==> src/rtl/appliance_hub_pkg.sv <==
// Shared constants and types for the appliance hub: register indices and command FSM states.
package appliance_hub_pkg;

  localparam logic [1:0] REG_SP    = 2'd0;
  localparam logic [1:0] REG_MODE  = 2'd1;
  localparam logic [1:0] REG_LEVEL = 2'd2;
  localparam logic [1:0] REG_TIMER = 2'd3;

  typedef enum logic {
    IDLE  = 1'b0,
    APPLY = 1'b1
  } state_t;

endpackage

==> src/rtl/hub_slot.sv <==
// One device slot: setpoint/mode/level/timer registers with setpoint clamp and auto-off countdown.
module hub_slot
  import appliance_hub_pkg::*;
#(
  parameter int WIDTH  = 5,
  parameter int SP_MIN = 16,
  parameter int SP_MAX = 30
) (
  input  logic             clk,
  input  logic             rst,
  input  logic             wr_en,
  input  logic [1:0]       wr_reg,
  input  logic [WIDTH-1:0] wr_data,
  input  logic             tick,
  output logic [WIDTH-1:0] sp,
  output logic [WIDTH-1:0] mode,
  output logic [WIDTH-1:0] level,
  output logic [WIDTH-1:0] timer,
  output logic             expired
);

  localparam logic [WIDTH-1:0] SP_LO = WIDTH'(SP_MIN);
  localparam logic [WIDTH-1:0] SP_HI = WIDTH'(SP_MAX);

  function automatic logic [WIDTH-1:0] clamp_sp(input logic [WIDTH-1:0] d);
    if (d < SP_LO) return SP_LO;
    if (d > SP_HI) return SP_HI;
    return d;
  endfunction

  // A mode or timer write in the same cycle as a tick overrides the countdown.
  logic timer_wr;
  assign timer_wr = wr_en && (wr_reg == REG_MODE || wr_reg == REG_TIMER);

  always_ff @(posedge clk) begin
    if (rst) begin
      sp      <= '0;
      mode    <= '0;
      level   <= '0;
      timer   <= '0;
      expired <= 1'b0;
    end else begin
      expired <= 1'b0;
      if (wr_en) begin
        case (wr_reg)
          REG_SP:    sp <= clamp_sp(wr_data);
          REG_MODE: begin
            mode <= wr_data;
            if (wr_data == '0) timer <= '0;
          end
          REG_LEVEL: level <= wr_data;
          REG_TIMER: timer <= wr_data;
        endcase
      end
      if (tick && !timer_wr && timer != '0) begin
        timer <= timer - WIDTH'(1);
        if (timer == WIDTH'(1)) begin
          mode    <= '0;
          expired <= 1'b1;
        end
      end
    end
  end

endmodule

==> src/rtl/appliance_hub.sv <==
// Appliance hub top: command FSM, shared timer prescaler, N_DEV slot banks and registered read port.
module appliance_hub
  import appliance_hub_pkg::*;
#(
  parameter int N_DEV    = 4,
  parameter int WIDTH    = 5,
  parameter int SP_MIN   = 16,
  parameter int SP_MAX   = 30,
  parameter int TICK_DIV = 1000,
  localparam int DW      = (N_DEV > 1) ? $clog2(N_DEV) : 1
) (
  input  logic             clk,
  input  logic             rst,
  input  logic             cmd_valid,
  output logic             cmd_ready,
  input  logic [DW-1:0]    cmd_dev,
  input  logic [1:0]       cmd_reg,
  input  logic [WIDTH-1:0] cmd_data,
  input  logic [DW-1:0]    rd_dev,
  input  logic [1:0]       rd_reg,
  output logic [WIDTH-1:0] rd_data,
  output logic [N_DEV-1:0] dev_on,
  output logic [N_DEV-1:0] expired,
  output logic             cmd_err
);

  localparam int PW = $clog2(TICK_DIV);
  localparam logic [PW-1:0] PRE_LAST = PW'(TICK_DIV - 1);
  localparam logic [DW:0]   N_DEV_W  = (DW + 1)'(N_DEV);

  logic [PW-1:0] presc;
  logic          tick;

  assign tick = (presc == PRE_LAST);

  always_ff @(posedge clk) begin
    if (rst) presc <= '0;
    else     presc <= tick ? '0 : presc + PW'(1);
  end

  state_t state, state_nxt;

  always_ff @(posedge clk) begin
    if (rst) state <= IDLE;
    else     state <= state_nxt;
  end

  always_comb begin
    state_nxt = state;
    cmd_ready = 1'b0;
    case (state)
      IDLE: begin
        cmd_ready = 1'b1;
        if (cmd_valid) state_nxt = APPLY;
      end
      APPLY: state_nxt = IDLE;
      default: state_nxt = IDLE;
    endcase
  end

  // ---- stage p0: command captured on acceptance, committed during APPLY
  logic [DW-1:0]    cmd_dev_p0;
  logic [1:0]       cmd_reg_p0;
  logic [WIDTH-1:0] cmd_data_p0;
  logic             apply;

  always_ff @(posedge clk) begin
    if (state == IDLE && cmd_valid) begin
      cmd_dev_p0  <= cmd_dev;
      cmd_reg_p0  <= cmd_reg;
      cmd_data_p0 <= cmd_data;
    end
  end

  assign apply   = (state == APPLY);
  assign cmd_err = apply && ({1'b0, cmd_dev_p0} >= N_DEV_W);

  logic [WIDTH-1:0] sp_a    [N_DEV];
  logic [WIDTH-1:0] mode_a  [N_DEV];
  logic [WIDTH-1:0] level_a [N_DEV];
  logic [WIDTH-1:0] timer_a [N_DEV];
  logic [N_DEV-1:0] wr_en;

  for (genvar i = 0; i < N_DEV; i++) begin : g_slot
    assign wr_en[i]  = apply && (cmd_dev_p0 == DW'(i));
    assign dev_on[i] = (mode_a[i] != '0);

    hub_slot #(
      .WIDTH  (WIDTH),
      .SP_MIN (SP_MIN),
      .SP_MAX (SP_MAX)
    ) u_slot (
      .clk     (clk),
      .rst     (rst),
      .wr_en   (wr_en[i]),
      .wr_reg  (cmd_reg_p0),
      .wr_data (cmd_data_p0),
      .tick    (tick),
      .sp      (sp_a[i]),
      .mode    (mode_a[i]),
      .level   (level_a[i]),
      .timer   (timer_a[i]),
      .expired (expired[i])
    );
  end

  // ---- stage p1: registered read; unmatched slot selects fall through to 0
  logic [WIDTH-1:0] rd_mux;

  always_comb begin
    rd_mux = '0;
    for (int i = 0; i < N_DEV; i++) begin
      if (rd_dev == DW'(i)) begin
        case (rd_reg)
          REG_SP:    rd_mux = sp_a[i];
          REG_MODE:  rd_mux = mode_a[i];
          REG_LEVEL: rd_mux = level_a[i];
          REG_TIMER: rd_mux = timer_a[i];
        endcase
      end
    end
  end

  always_ff @(posedge clk) begin
    if (rst) rd_data <= '0;
    else     rd_data <= rd_mux;
  end

endmodule

==> config.mk <==
export PLATFORM = sky130hd
export DESIGN_NAME = appliance_hub
export DESIGN_NICKNAME = d
export VERILOG_FILES = /design/src/rtl/appliance_hub_pkg.sv /design/src/rtl/hub_slot.sv /design/src/rtl/appliance_hub.sv
export SDC_FILE = /design/constraint.sdc
export NUM_CORES = 1
export LEC_CHECK = 0
export CAP_MARGIN = 30
export CORE_ASPECT_RATIO = 0.9
export CORE_MARGIN = 1
export CORE_UTILIZATION = 65
export CTS_BUF_LIST = sky130_fd_sc_hd__clkbuf_4
export DETAILED_ROUTE_END_ITERATION = 10
export DONT_BUFFER_PORTS = 1
export PLACE_DENSITY = 0.84
export SYNTH_ARGS = -nofsm -noshare
export SYNTH_HDL_FRONTEND = slang
export SYNTH_SLANG_ARGS = --single-unit
export TNS_END_PERCENT = 5
==> constraint.sdc <==
create_clock -name clk -period 2.1 [get_ports clk]
set_clock_uncertainty 0.15 [all_clocks]
set_input_delay 0.42 -clock clk [delete_from_list [all_inputs] [get_ports clk]]
set_output_delay 0.42 -clock clk [all_outputs]
set_load 0.02 [all_outputs]
### After elaboration in Yosys (flattened, before gate mapping)

Cells that the tools add are included.

* add/subtract/negate cells: 5
* $lt $le $gt $ge: 2
* eq/ne operators: 21
* muxes and demuxes: 78
* bitwise operators: 5
* reductions and logical operators: 60

Operators with widths (number)
* $mux 5: 39
* $pmux 5 s4: 4
* $reduce_bool 5->1: 8
* $mux 1: 33
* $eq 5x1->1 const B: 4
* $sub 5x1->5 const B: 4
* $logic_and 1x1->1: 17
* $eq 2x2->1 const B: 8
* $reduce_and 2->1: 8
* $reduce_and 3->1: 4
* $reduce_bool 3->1: 4
* $add 10x1->10 const B: 1
* $eq 10x10->1 const B: 1
* $pmux 5 s2: 1
* $reduce_or 2->1: 5
* $ne 3x2->1 const B: 3
* $eq 2x1->1 const B: 4
* $logic_not 2->1: 4
* $reduce_bool 2->1: 4
* $gt 5x5->1 const B: 1
* $logic_not 5->1: 1
* $lt 5x5->1 const B: 1
* $not 1->1: 5
* $logic_not 1->1: 4
* other kinds (3): 3

* bits in registers: 109
* output and inout port bits: 15

### Depth between registers and ports, before layout

Gate-level depths: netlist (run 1).

* word-level depth: 11
* mapped depth: 7
* depth with buffers taken out: 7

### Cells and area by module

A second synthesis (run 1) with hierarchy kept.

* cell total of the unflattened synthesis: 581
* area, all modules: 5516.5 sq um

By module, submodules not included
* hub_slot: instances 4, cells an instance 108, area an instance 970.9 sq um, sequential area each 420.4 sq um
* appliance_hub: instances 1, cells an instance 149, area an instance 1632.8 sq um, sequential area each 590.6 sq um

### Least setup slack after synthesis (run 1)

OpenSTA, ideal clock, no wires.

* path kind: input to register
* start point: in rd_reg[1]
* end point: reg rd_data[1]
* library setup time: 0.124 ns
* arrival time: 1.682 ns
* required time: 1.826 ns
* setup slack: 0.144 ns
* stages on the path: 5
* buffers on the path: 2
* cell sequence: buf_2 -> buf_2 -> mux4_2 -> mux2i_1 -> o22ai_1

* longest elaborated chain between the ends: 6
* elaborated cells between the ends (all ways): 12
* classes of those cells: 3 x eq/ne; 8 x mux; 1 x reduce/logical

Ends and longest elaborated chain
* from (decl): line appliance_hub.sv:20 `input logic [1:0] rd_reg,`
* $eq 2x2->1 (tied with other cells): line appliance_hub.sv:114 `case (rd_reg)`
* $pmux 5 s4: line appliance_hub.sv:114
* $mux 5 (3 in series): line appliance_hub.sv:113 `if (rd_dev == DW'(i)) begin`
* $mux 5 *: line appliance_hub.sv:113
* to (signal assigned): line appliance_hub.sv:126 `else rd_data <= rd_mux;`
* to (decl): line appliance_hub.sv:21 `output logic [WIDTH-1:0] rd_data,`

Every way passes the cells marked *; elsewhere a longest branch is shown, timed or not.
A chain may end at the register's enable or synchronous reset.

### Worst setup path in the final report (run 1)

* start point: reg presc[0]
* end point: reg g_slot[2].u_slot.timer[2]

* longest elaborated chain between the ends: 5
* elaborated cells between the ends (all ways): 8
* classes of those cells: 2 x eq/ne; 1 x mux; 5 x reduce/logical

Ends and longest elaborated chain
* from (decl): line appliance_hub.sv:31 `logic [PW-1:0] presc;`
* from (signal assigned): line appliance_hub.sv:38 `else presc <= tick ? '0 : presc + PW'(1);`
* $eq 10x10->1 *: line appliance_hub.sv:34 `assign tick = (presc == PRE_LAST);`
* $logic_and 1x1->1 * (2 in series): line hub_slot.sv:55 `if (tick && !timer_wr && timer != '0) begin`
* $ne 3x2->1 (no source line) (tied with other cells)
* $reduce_and 3->1 (no source line)
* to (signal assigned): line hub_slot.sv:52 `REG_TIMER: timer <= wr_data;`
* to (signal assigned): line hub_slot.sv:56 `timer <= timer - WIDTH'(1);`
* to (decl): line hub_slot.sv:18 `output logic [WIDTH-1:0] timer,`

Marked as above.

==> results.ini, run 1 <==
[power]
pwr-share-clk_pct=28.1
power_frac_seq_pct=63.7
switchingPower_w=0.000896
vdd_drop_max_uv=403
power.density_mw_per_mm2=576
sw_frac_of_total_pct=26.5
internal_power_w=0.00248
p_leak_nw=2.15
p_comb_share_pct=8.2

[run]
maxCapViolations=0

[cells_and_area]
layout-drive-gt1-share_pct=14.3
final_cell_area_mm2=0.00587
multi_input_area_mm2=0.00295
area_delta_synth_final_pct=8.32
diodes=0
final_cells=692
post-route-util_pct=72.7
regArea_mm2=0.00227
n_fill_cell=580
final_nets=617

[clocking]
ctsLongestPathBuffers=2
tritoncts=built
h-tree-depth=3
cts_sinks=109
cts_root_buffer=clkbuf_4
cts_buffers=9
clk_pin_slew_worst_paths_ns=0.16
worstSkewPairLatency_ns=0.46

[synthesis]
synth_cells=580
synthArstFlopShare_pct=0
syn_area_mm2=0.00542
synth_warnings=0
synth_cell_types=63
syn_avg_cell_area_um2=9.34
ys_seq_area_share_pct=41.9
synth-edff-count=9
synthFlopType=dfxtp_1
synth_fp_nets=609
ys_seq_elements=109

[placement]
io_buffers=0
placed_area_mm2=0.00556
gp_congestion=0.981
hpwl_mm=9.80
dp.cells=664

[setup_path]
critPathKind=register to register
crit_chain=ha_1, nand4b_4, nor3_4, nand3_2, or4_1, o211ai_1
cpPeakStageDelay_ns=0.45
rr_startpoint=presc[0]$_SDFF_PP0_
endpoint_kind=register
cpMaxStageDelayCell=or4_1
cp.arrival_ns=2.26
regToRegSetupSlack_ns=0.08
required_ns=2.35
start_kind=register
crit_family=simple AND/OR/NAND/NOR gates
crit_start=presc[0]$_SDFF_PP0_
path_buf_inv=0
worstPathMaxFanout=7

[min_path]
min_from=rd_dev[0]
hold_class=input pin to register

[sta]
hold_viol_final=0
tightestPinTransition_ns=0.578
setup_violations=0
fmax_ghz=0.496
slew_headroom_pct=61.3
final.period_utilization_pct=96.0
drv_slew=0
fin_tns_setup_ns=0
fin_crit_ns=2.02

[global_routing]
grt_max_degree=63
grt_pass1_vias=4313
busiest_layer=met2
grt_pass1_wl_mm=22.5
grtUsageMet3_pct=7.19
use_met2_pct=54.9
grtUsageMet1_pct=45.9
gr-usage-all-layers_pct=34.1
antenna_found_initial=0
grt_overflow=0

[route]
drt-total-wl_mm=14.1
vias=4610
wl_per_cell_um=20.4
ant_nets=0
drc=1
dr.first_iter.drc_count=507
first_pass_iters=8
viasPerCell=6.66

[outcome]
violations=DRC
outcome=finished with violations

[floorplan]
coreArea_mm2=0.00807
placementRows=31
die_h_um=88.6
initial_core_util_pct=67.1
io_pins=31
dieArea_mm2=0.00870
die_x_um=98.2

-- flip-flops by register name, summed over array words and instances (netlist names) --
register	flops
apply	1
g_slot.u_slot.mode	20
g_slot.u_slot.level	20
cmd_dev_p0	2
cmd_reg_p0	2
g_slot.u_slot.expired	4
rd_data	5
g_slot.u_slot.sp	20
cmd_data_p0	5
presc	10
g_slot.u_slot.timer	20
-- cell usage after synthesis (2+ instances only) --
master     number  share of area, %
buf_2           9              0.83
nor3_2          3              0.55
and4_1          2              0.32
and4b_1         3              0.55
mux4_2         20               8.3
o2111ai_1       2              0.32
nand2_1        49               3.4
buf_4           5              0.69
or3_1           5              0.58
o311ai_1        2              0.32
nand4b_1        3              0.49
nand4_1         5              0.58
xor2_1          3              0.49
o21ai_0        26               2.4
or4_1           2              0.28
a211oi_1        4              0.55
nand2b_1        3              0.35
o211ai_1        7              0.97
dfxtp_1       100                37
or2_2           2              0.23
buf_1           4              0.28
nand3_1        20               1.8
ha_1           13               3.0
clkbuf_1       23               1.6
and2_1          4              0.46
and3_1          7              0.81
a21oi_1        37               3.4
nor2b_1         4              0.46
edfxtp_1        9               5.0
o21ai_1         4              0.37
nor4_2          2              0.46
nor3_1         14               1.3
mux2i_1        44               8.1
o22a_1          2              0.32
inv_1          16               1.1
nor4_1          3              0.35
o22ai_1         6              0.69
a31oi_1         6              0.69
nor2_1         78               5.4
xnor2_1         5              0.81
nor4b_1         2              0.32
-- layer usage --
layer | vias up | routed length [um]
met5 | - | 0
met4 | 0 | 384
met3 | 38 | 1460
met2 | 276 | 6560
met1 | 2198 | 5740
li1 | 2098 | -
-- power groups by stage --
stage,combinational (W),clock [W],sequential [W]
floorplan,0.000190,0,0.00219
global placement,0.000218,0,0.00219
detailed placement,0.000225,0,0.00220
CTS,0.000267,0.000962,0.00215
global route,0.000292,0.00105,0.00216
finish,0.000277,0.000949,0.00215
-- worst paths after layout --
kind | to | depth (start not counted)
worst max-delay path | g_slot[2].u_slot.timer[2]$_SDFFE_PP0P_ | 6
worst min-delay path | rd_data[4]$_SDFF_PP0_ | 2
worst max register to register | g_slot[2].u_slot.timer[2]$_SDFFE_PP0P_ | 6
worst min register to register | g_slot[0].u_slot.sp[4]$_SDFFE_PP0P_ | 2
-- what timing repair did --
action / 4_1_cts / 5_1_grt
endpoints found under the setup margin: 0 / 23
resized for setup: 0 / 8
buffers inserted: 0 / 0
endpoints found under the hold margin: 71 / 0
hold buffers: 12 / 0
-- logic make-up after synthesis --
family	Yosys count	share of synthesized area [%]
buf+inv	57	4.50
xor+xnor	8	1.29
mux	64	16.4
other cells	1	0.0692
simple gates	221	20.9
flops	109	41.9
fa+ha+maj	13	3.00
compound gates	107	11.9
-- cell usage in the layout, fill, tap and decap left out, types with 6 or more instances in the layout --
master / count
dfxtp_1: 99
nor2_1: 78
nand2_1: 49
mux2i_1: 44
a21oi_1: 37
o21ai_0: 26
buf_4: 25
nand3_1: 20
mux4_2: 20
inv_1: 16
nor3_1: 14
ha_1: 13
dlygate4sd3_1: 11
clkbuf_4: 9
edfxtp_1: 9
o211ai_1: 7
and3_1: 7
a31oi_1: 6
o22ai_1: 6
-- worst reg2reg max path, stage by stage, from the launching register on --
cell and delay, ns:
dfxtp_1 0.41, ha_1 0.23, nand4b_4 0.17, nor3_4 0.26, nand3_2 0.20, or4_1 0.45, o211ai_1 0.09
-- layout make-up --
type	count	share of cell area [%]
clock buffer	9	1.15
clock inverter	7	0.874
inverter	16	1.02
multi-input combinational	414	50.2
sequential	109	38.8
tap	99	2.11
timing repair buffer	38	5.89
-- metrics by stage --
step / hold WS (ns) / setup slack [ns] / total power (W)
final: 0.0355 / 0.0833 / 0.00338
after floorplan: 0.273 / 0.144 / 0.00238
after global placement: 0.282 / 0.158 / 0.00241
after global routing: 0.0251 / -0.0309 / 0.00350
after CTS: 0.0227 / 0.0701 / 0.00338
after detailed placement: 0.286 / 0.101 / 0.00242
(Power assumes the default switching activity.)
==> inputs of run 2 (changes only) <==
--- a/config.mk
+++ b/config.mk
@@ -7,7 +7,6 @@
 export LEC_CHECK = 0
 export CAP_MARGIN = 30
 export CORE_ASPECT_RATIO = 0.9
-export CORE_MARGIN = 1
 export CORE_UTILIZATION = 65
 export CTS_BUF_LIST = sky130_fd_sc_hd__clkbuf_4
 export DETAILED_ROUTE_END_ITERATION = 10
==> constraint.sdc (replaced) <==
create_clock -name clk -period 2.1 [get_ports clk]
set_clock_uncertainty 0.15 [all_clocks]
set_input_delay 0.21 -clock clk [delete_from_list [all_inputs] [get_ports clk]]
set_output_delay 0.21 -clock clk [all_outputs]
set_load 0.02 [all_outputs]
==> run 2 against run 1 <==
The flow still finishes with violations (DRC). Total power up 0.55%. Fmax about the same. Die area unchanged. Sequential share of layout area down 0.13 points. Worst setup slack worse by 0.0020 ns. Critical path type unchanged. Non-clock buffer count up 2. First-iteration DRC count up 15%. Routed wire length up 0.26%.
==> results.ini, run 2 (same netlist as run 1, synthesis figures left out) <==
[setup_path]
crit_start=presc[0]$_SDFF_PP0_
rr_startpoint=presc[0]$_SDFF_PP0_
worstPathMaxFanout=7  ; unchanged
cp.arrival_ns=2.26  ; about the same
required_ns=2.34  ; about the same
regToRegSetupSlack_ns=0.08  ; about the same
start_kind=register
endpoint_kind=register
crit_end=g_slot[2].u_slot.timer[2]$_SDFFE_PP0P_
critPathKind=register to register
ff2ff_path_depth=6  ; unchanged
r2r-end=g_slot[2].u_slot.timer[2]$_SDFFE_PP0P_

[sta]
fmax_ghz=0.495  ; about the same
slew_headroom_pct=58.7  ; -2.6 points
setup_violations=0  ; unchanged
tightestPinTransition_ns=0.617  ; +0.0386 ns
drv_slew=0  ; unchanged
final.period_utilization_pct=96.1  ; about the same
fin_crit_ns=2.02  ; +0.00200 ns
hold_viol_final=0  ; unchanged
fin_ws_ns=0.0813  ; -0.00200 ns
hold_ws_ns=0.0158  ; -0.0197 ns

[outcome]
outcome=finished with violations
violations=DRC

[cells_and_area]
final_common_cell=dfxtp_1
n_fill_cell=578  ; -0.34%
final_cell_area_mm2=0.00589  ; +0.34%
layout-drive-gt1-share_pct=14.3  ; -0.048 points
diodes=0  ; unchanged
layout_common_cells=dfxtp_1, nor2_1, nand2_1, mux2i_1, a21oi_1
final_nets=619  ; +0.32%
final_cells=694  ; +0.29%
area_delta_synth_final_pct=8.69
post-route-util_pct=73.0  ; +0.25 points

[placement]
placed_area_mm2=0.00556  ; unchanged
gp_congestion=0.981  ; unchanged
io_buffers=0  ; unchanged
hpwl_mm=9.80  ; unchanged
pre_cts_ws_ns=0.101  ; unchanged
dp.cells=664  ; unchanged

[route]
viasPerCell=6.67  ; about the same
ant_nets=0  ; unchanged
drt-total-wl_mm=14.2  ; +0.26%
first_pass_iters=8  ; unchanged
dr.first_iter.drc_count=583  ; +15%
vias=4627  ; +0.37%
drc=1  ; unchanged
wl_per_cell_um=20.4  ; about the same

[min_path]
hold_class=input pin to register
hold-path-cell-count=3  ; +1

[floorplan]
dieArea_mm2=0.00870  ; unchanged
initial_core_util_pct=67.1  ; unchanged
die_h_um=88.6  ; unchanged
io_pins=31  ; unchanged
placementRows=31  ; unchanged
die_x_um=98.2  ; unchanged
coreArea_mm2=0.00807  ; unchanged

[global_routing]
antenna_found_initial=0  ; unchanged
grt_overflow=0  ; unchanged
grt_max_degree=69  ; +9.5%
grt_pass1_vias=4326  ; +0.30%
grt_pass1_wl_mm=22.5  ; -0.12%
gr-usage-all-layers_pct=34.0  ; -0.12 points

[clocking]
clk_pin_slew_worst_paths_ns=0.16  ; about the same
cts_setup_buffers=0  ; unchanged
cts_buffers=9  ; unchanged
cts_sinks=109  ; unchanged
h-tree-depth=3  ; unchanged
worstSkewPairLatency_ns=0.46  ; about the same
tritoncts=built
cts_root_buffer=clkbuf_4
ctsLongestPathBuffers=2  ; unchanged

[power]
vdd_drop_max_uv=402  ; about the same
power.density_mw_per_mm2=577  ; +0.21%
p_leak_nw=2.16  ; +0.39%

[run]
maxCapViolations=0  ; unchanged

-- run 2: changes by cell type in the layout (fill, tap and decap cells not counted), sizes merged --
cell	before	now
dlygate4sd3	11	13
-- run 2: power by group --
group / switching, W / internal [W] / total, W
Clock: 0.000704 / 0.000251 / 0.000955
Combinational: 0.000180 / 0.000111 / 0.000290
Sequential: 0.0000286 / 0.00213 / 0.00215
-- run 2: repair_timing --
item,in CTS,in global routing
hold buffers,14,0
endpoints found under the setup margin,0,22
hold endpoints to repair,93,0
resized for setup,0,8
-- run 2: how the worst min path moves through the flow --
stage | from | slack, ns | to
floorplan | cmd_data[0] | 0.16 | cmd_data_p0[0]$_DFFE_PP_
global placement | rst | 0.14 | g_slot[1].u_slot.timer[1]$_SDFFE_PP0P_
detailed placement | rst | 0.14 | g_slot[1].u_slot.timer[1]$_SDFFE_PP0P_
CTS | cmd_valid | 0.003 | cmd_data_p0[1]$_DFFE_PP_
global route | rd_reg[0] | 0.03 | rd_data[0]$_SDFF_PP0_
finish | rd_reg[1] | 0.02 | rd_data[4]$_SDFF_PP0_
-- run 2: worst max-delay path: stages, from the launching register on --
cell and delay (ns):
dfxtp_1 0.40, ha_1 0.23, nand4b_4 0.17, nor3_4 0.26
nand3_2 0.20, or4_1 0.45, o211ai_1 0.09
-- run 2: per-stage QoR --
| step | setup TNS, ns | power (W) |
|---|---|---|
| after CTS | 0 | 0.00339 |
| after floorplan | 0 | 0.00238 |
| after global placement | 0 | 0.00241 |
| final | 0 | 0.00340 |
| after detailed placement | 0 | 0.00242 |
| after global routing | -0.0528 | 0.00351 |
-- run 2: layout make-up --
cell class,count,area [um2],share of cell area [%]
Timing Repair Buffer,40,365,6.21
Clock buffer,9,67.6,1.15
Multi-Input combinational cell,414,2950,50.0
Tap cell,99,124,2.10
Clock inverter,7,51.3,0.871
Inverter,16,60.1,1.02
Sequential cell,109,2270,38.6
-- run 2: per-layer routing --
metal	up-vias	part of all wire, %	track usage [%]
li1	2100	-	-
met1	2222	40	45.8
met2	275	47	54.7
met3	30	10	6.87
met4	0	2.0	13.8
met5	-	0	0
==> inputs of run 3 (changes only) <==
--- a/config.mk
+++ b/config.mk
@@ -7,10 +7,12 @@
 export LEC_CHECK = 0
 export CAP_MARGIN = 30
 export CORE_ASPECT_RATIO = 0.9
+export CORE_MARGIN = 2
 export CORE_UTILIZATION = 65
 export CTS_BUF_LIST = sky130_fd_sc_hd__clkbuf_4
 export DETAILED_ROUTE_END_ITERATION = 10
 export DONT_BUFFER_PORTS = 1
+export HOLD_SLACK_MARGIN = 0.06
 export PLACE_DENSITY = 0.84
 export SYNTH_ARGS = -nofsm -noshare
 export SYNTH_HDL_FRONTEND = slang
==> run 3 against run 2 <==
Sequential share of layout area fell by 0.25 points. Largest power group unchanged. Via count fell by 1.3%. Worst setup slack improved by 0.0072 ns. Routed wire length fell by 1.2%. First-iteration DRC count fell by 41%. The flow now finishes without violations. Critical endpoint is now g_slot[0].u_slot.timer[4]$_SDFFE_PP0P_.
==> results.ini, run 3 (same netlist as run 1, synthesis figures left out) <==
[route]
drt-total-wl_mm=14.0  ; -1.2%
dr.first_iter.drc_count=345  ; -41%
first_pass_iters=5  ; -3
wl_per_cell_um=20.1  ; -1.6%
drc=0  ; -1
viasPerCell=6.56  ; -1.7%
ant_nets=0  ; unchanged
vias=4569  ; -1.3%

[sta]
fin_crit_ns=2.01  ; -0.00716 ns
final.period_utilization_pct=95.8  ; -0.34 points
fin_ws_ns=0.0885  ; +0.00716 ns
fin_tns_setup_ns=0  ; unchanged
setup_violations=0  ; unchanged
fmax_ghz=0.497  ; +0.36%
hold_ws_ns=0.0810  ; +0.0652 ns
slew_headroom_pct=60.2  ; +1.6 points
drv_slew=0  ; unchanged
tightestPinTransition_ns=0.594  ; -0.0224 ns
hold_viol_final=0  ; unchanged
rsz0062_at_grt=true

[floorplan]
die_x_um=100  ; +2.0%
dieArea_mm2=0.00908  ; +4.3%
placementRows=31  ; unchanged
coreArea_mm2=0.00807  ; unchanged
initial_core_util_pct=67.1  ; unchanged
die_h_um=90.6  ; +2.3%
io_pins=31  ; unchanged

[clocking]
h-tree-depth=3  ; unchanged
tritoncts=built
clk_pin_slew_worst_paths_ns=0.15  ; about the same
cts_buffers=9  ; unchanged
cts_sinks=109  ; unchanged
cts_root_buffer=clkbuf_4
worstSkewPairLatency_ns=0.46  ; about the same
ctsLongestPathBuffers=2  ; unchanged

[setup_path]
endpoint_kind=register
cpPeakStageDelay_ns=0.39  ; -0.06 ns
crit_chain=ha_1, nand4b_2, nor4_2, nand2_2, o32a_1, a21oi_1
cpMaxStageDelayCell=dfxtp_1
cp.arrival_ns=2.26  ; about the same
start_kind=register
worstPathMaxFanout=6  ; -1
critPathKind=register to register
required_ns=2.34  ; about the same

[cells_and_area]
post-route-util_pct=73.5  ; +0.56 points
final_common_cell=dfxtp_1
n_fill_cell=600  ; +3.8%
layout_common_cells=dfxtp_1, nor2_1, nand2_1, mux2i_1, a21oi_1
final_nets=624  ; +0.81%
diodes=0  ; unchanged
area_delta_synth_final_pct=9.52
layout-drive-gt1-share_pct=14.7  ; +0.43 points

[placement]
pre_cts_ws_ns=0.0464  ; -0.0543 ns
gp_congestion=0.955  ; -2.7%
io_buffers=0  ; unchanged
hpwl_mm=9.80  ; about the same

[global_routing]
gr-usage-all-layers_pct=31.9  ; -2.1 points
grt_pass1_vias=4465  ; +3.2%
grt_pass1_wl_mm=22.6  ; +0.74%
grt_max_degree=69  ; unchanged
antenna_found_initial=0  ; unchanged
grt_overflow=0  ; unchanged

[power]
vdd_drop_max_uv=466  ; +16%
p_leak_nw=2.18  ; +1.2%
power.density_mw_per_mm2=584  ; +1.2%
power.total_w=0.00346  ; +1.9%

[outcome]
outcome=complete, no violations

[min_path]
hold_class=input pin to register

[run]
maxCapViolations=0  ; unchanged

[run 3: path summary, 6_finish.rpt]
path                                           from                                      to  slack [ns]  cells after the start
worst min-delay path                      rd_reg[1]                   rd_data[1]$_SDFF_PP0_        0.08                      3
worst max register to register  presc[1]$_SDFF_PP0_  g_slot[0].u_slot.timer[4]$_SDFFE_PP0P_        0.09                      6
worst min register to register  presc[0]$_SDFF_PP0_                     presc[0]$_SDFF_PP0_        0.29                      1
worst max-delay path            presc[1]$_SDFF_PP0_  g_slot[0].u_slot.timer[4]$_SDFFE_PP0P_        0.09                      6
[run 3: worst max-delay path: cells and delay by family (launching register included)]
kind,cells,cell delay (ns)
AND/OR/NAND/NOR,3,0.74
AO/OA/AOI/OAI,2,0.48
flip-flops,1,0.39
adder cells (fa/ha/maj),1,0.20
[run 3: metal layers]
layer	share of wire, %	track usage [%]	routed length, um
met1	42	44.5	5820
met2	46	48.3	6500
met3	9.7	6.73	1370
met4	2.4	13.0	334
met5	0	0	0
[run 3: repair_timing]
item,in CTS,in global routing
hold buffers,17,0
buffers inserted,0,0
setup endpoints to repair,0,17
endpoints found under the hold margin,103,0
gates resized for setup,0,10
[run 3: power breakdown]
part / switching (W) / internal [W]
Clock: 0.000652 / 0.000365
Sequential: 0.0000282 / 0.00212
Combinational: 0.000180 / 0.000115
Total: 0.000860 / 0.00260
[run 3: through the flow]
| stage | area (um2) | std cells |
|---|---|---|
| global placement | 5580 | 666 |
| global route | 5930 | 697 |
| CTS | 5890 | 697 |
| floorplan | 5420 | 580 |
| finish | 5930 | 697 |
| detailed placement | 5580 | 666 |
[run 3: area by class of cell]
cell class                 instances  area, um2  share of cell area (%)
clock buffer                      10       75.1                    1.27
clock inverter                     4       51.3                   0.865
inverter                          16       60.1                    1.01
multi-input combinational        414       2930                    49.4
sequential                       109       2280                    38.4
tap                               99        124                    2.09
timing repair buffer              45        413                    6.96
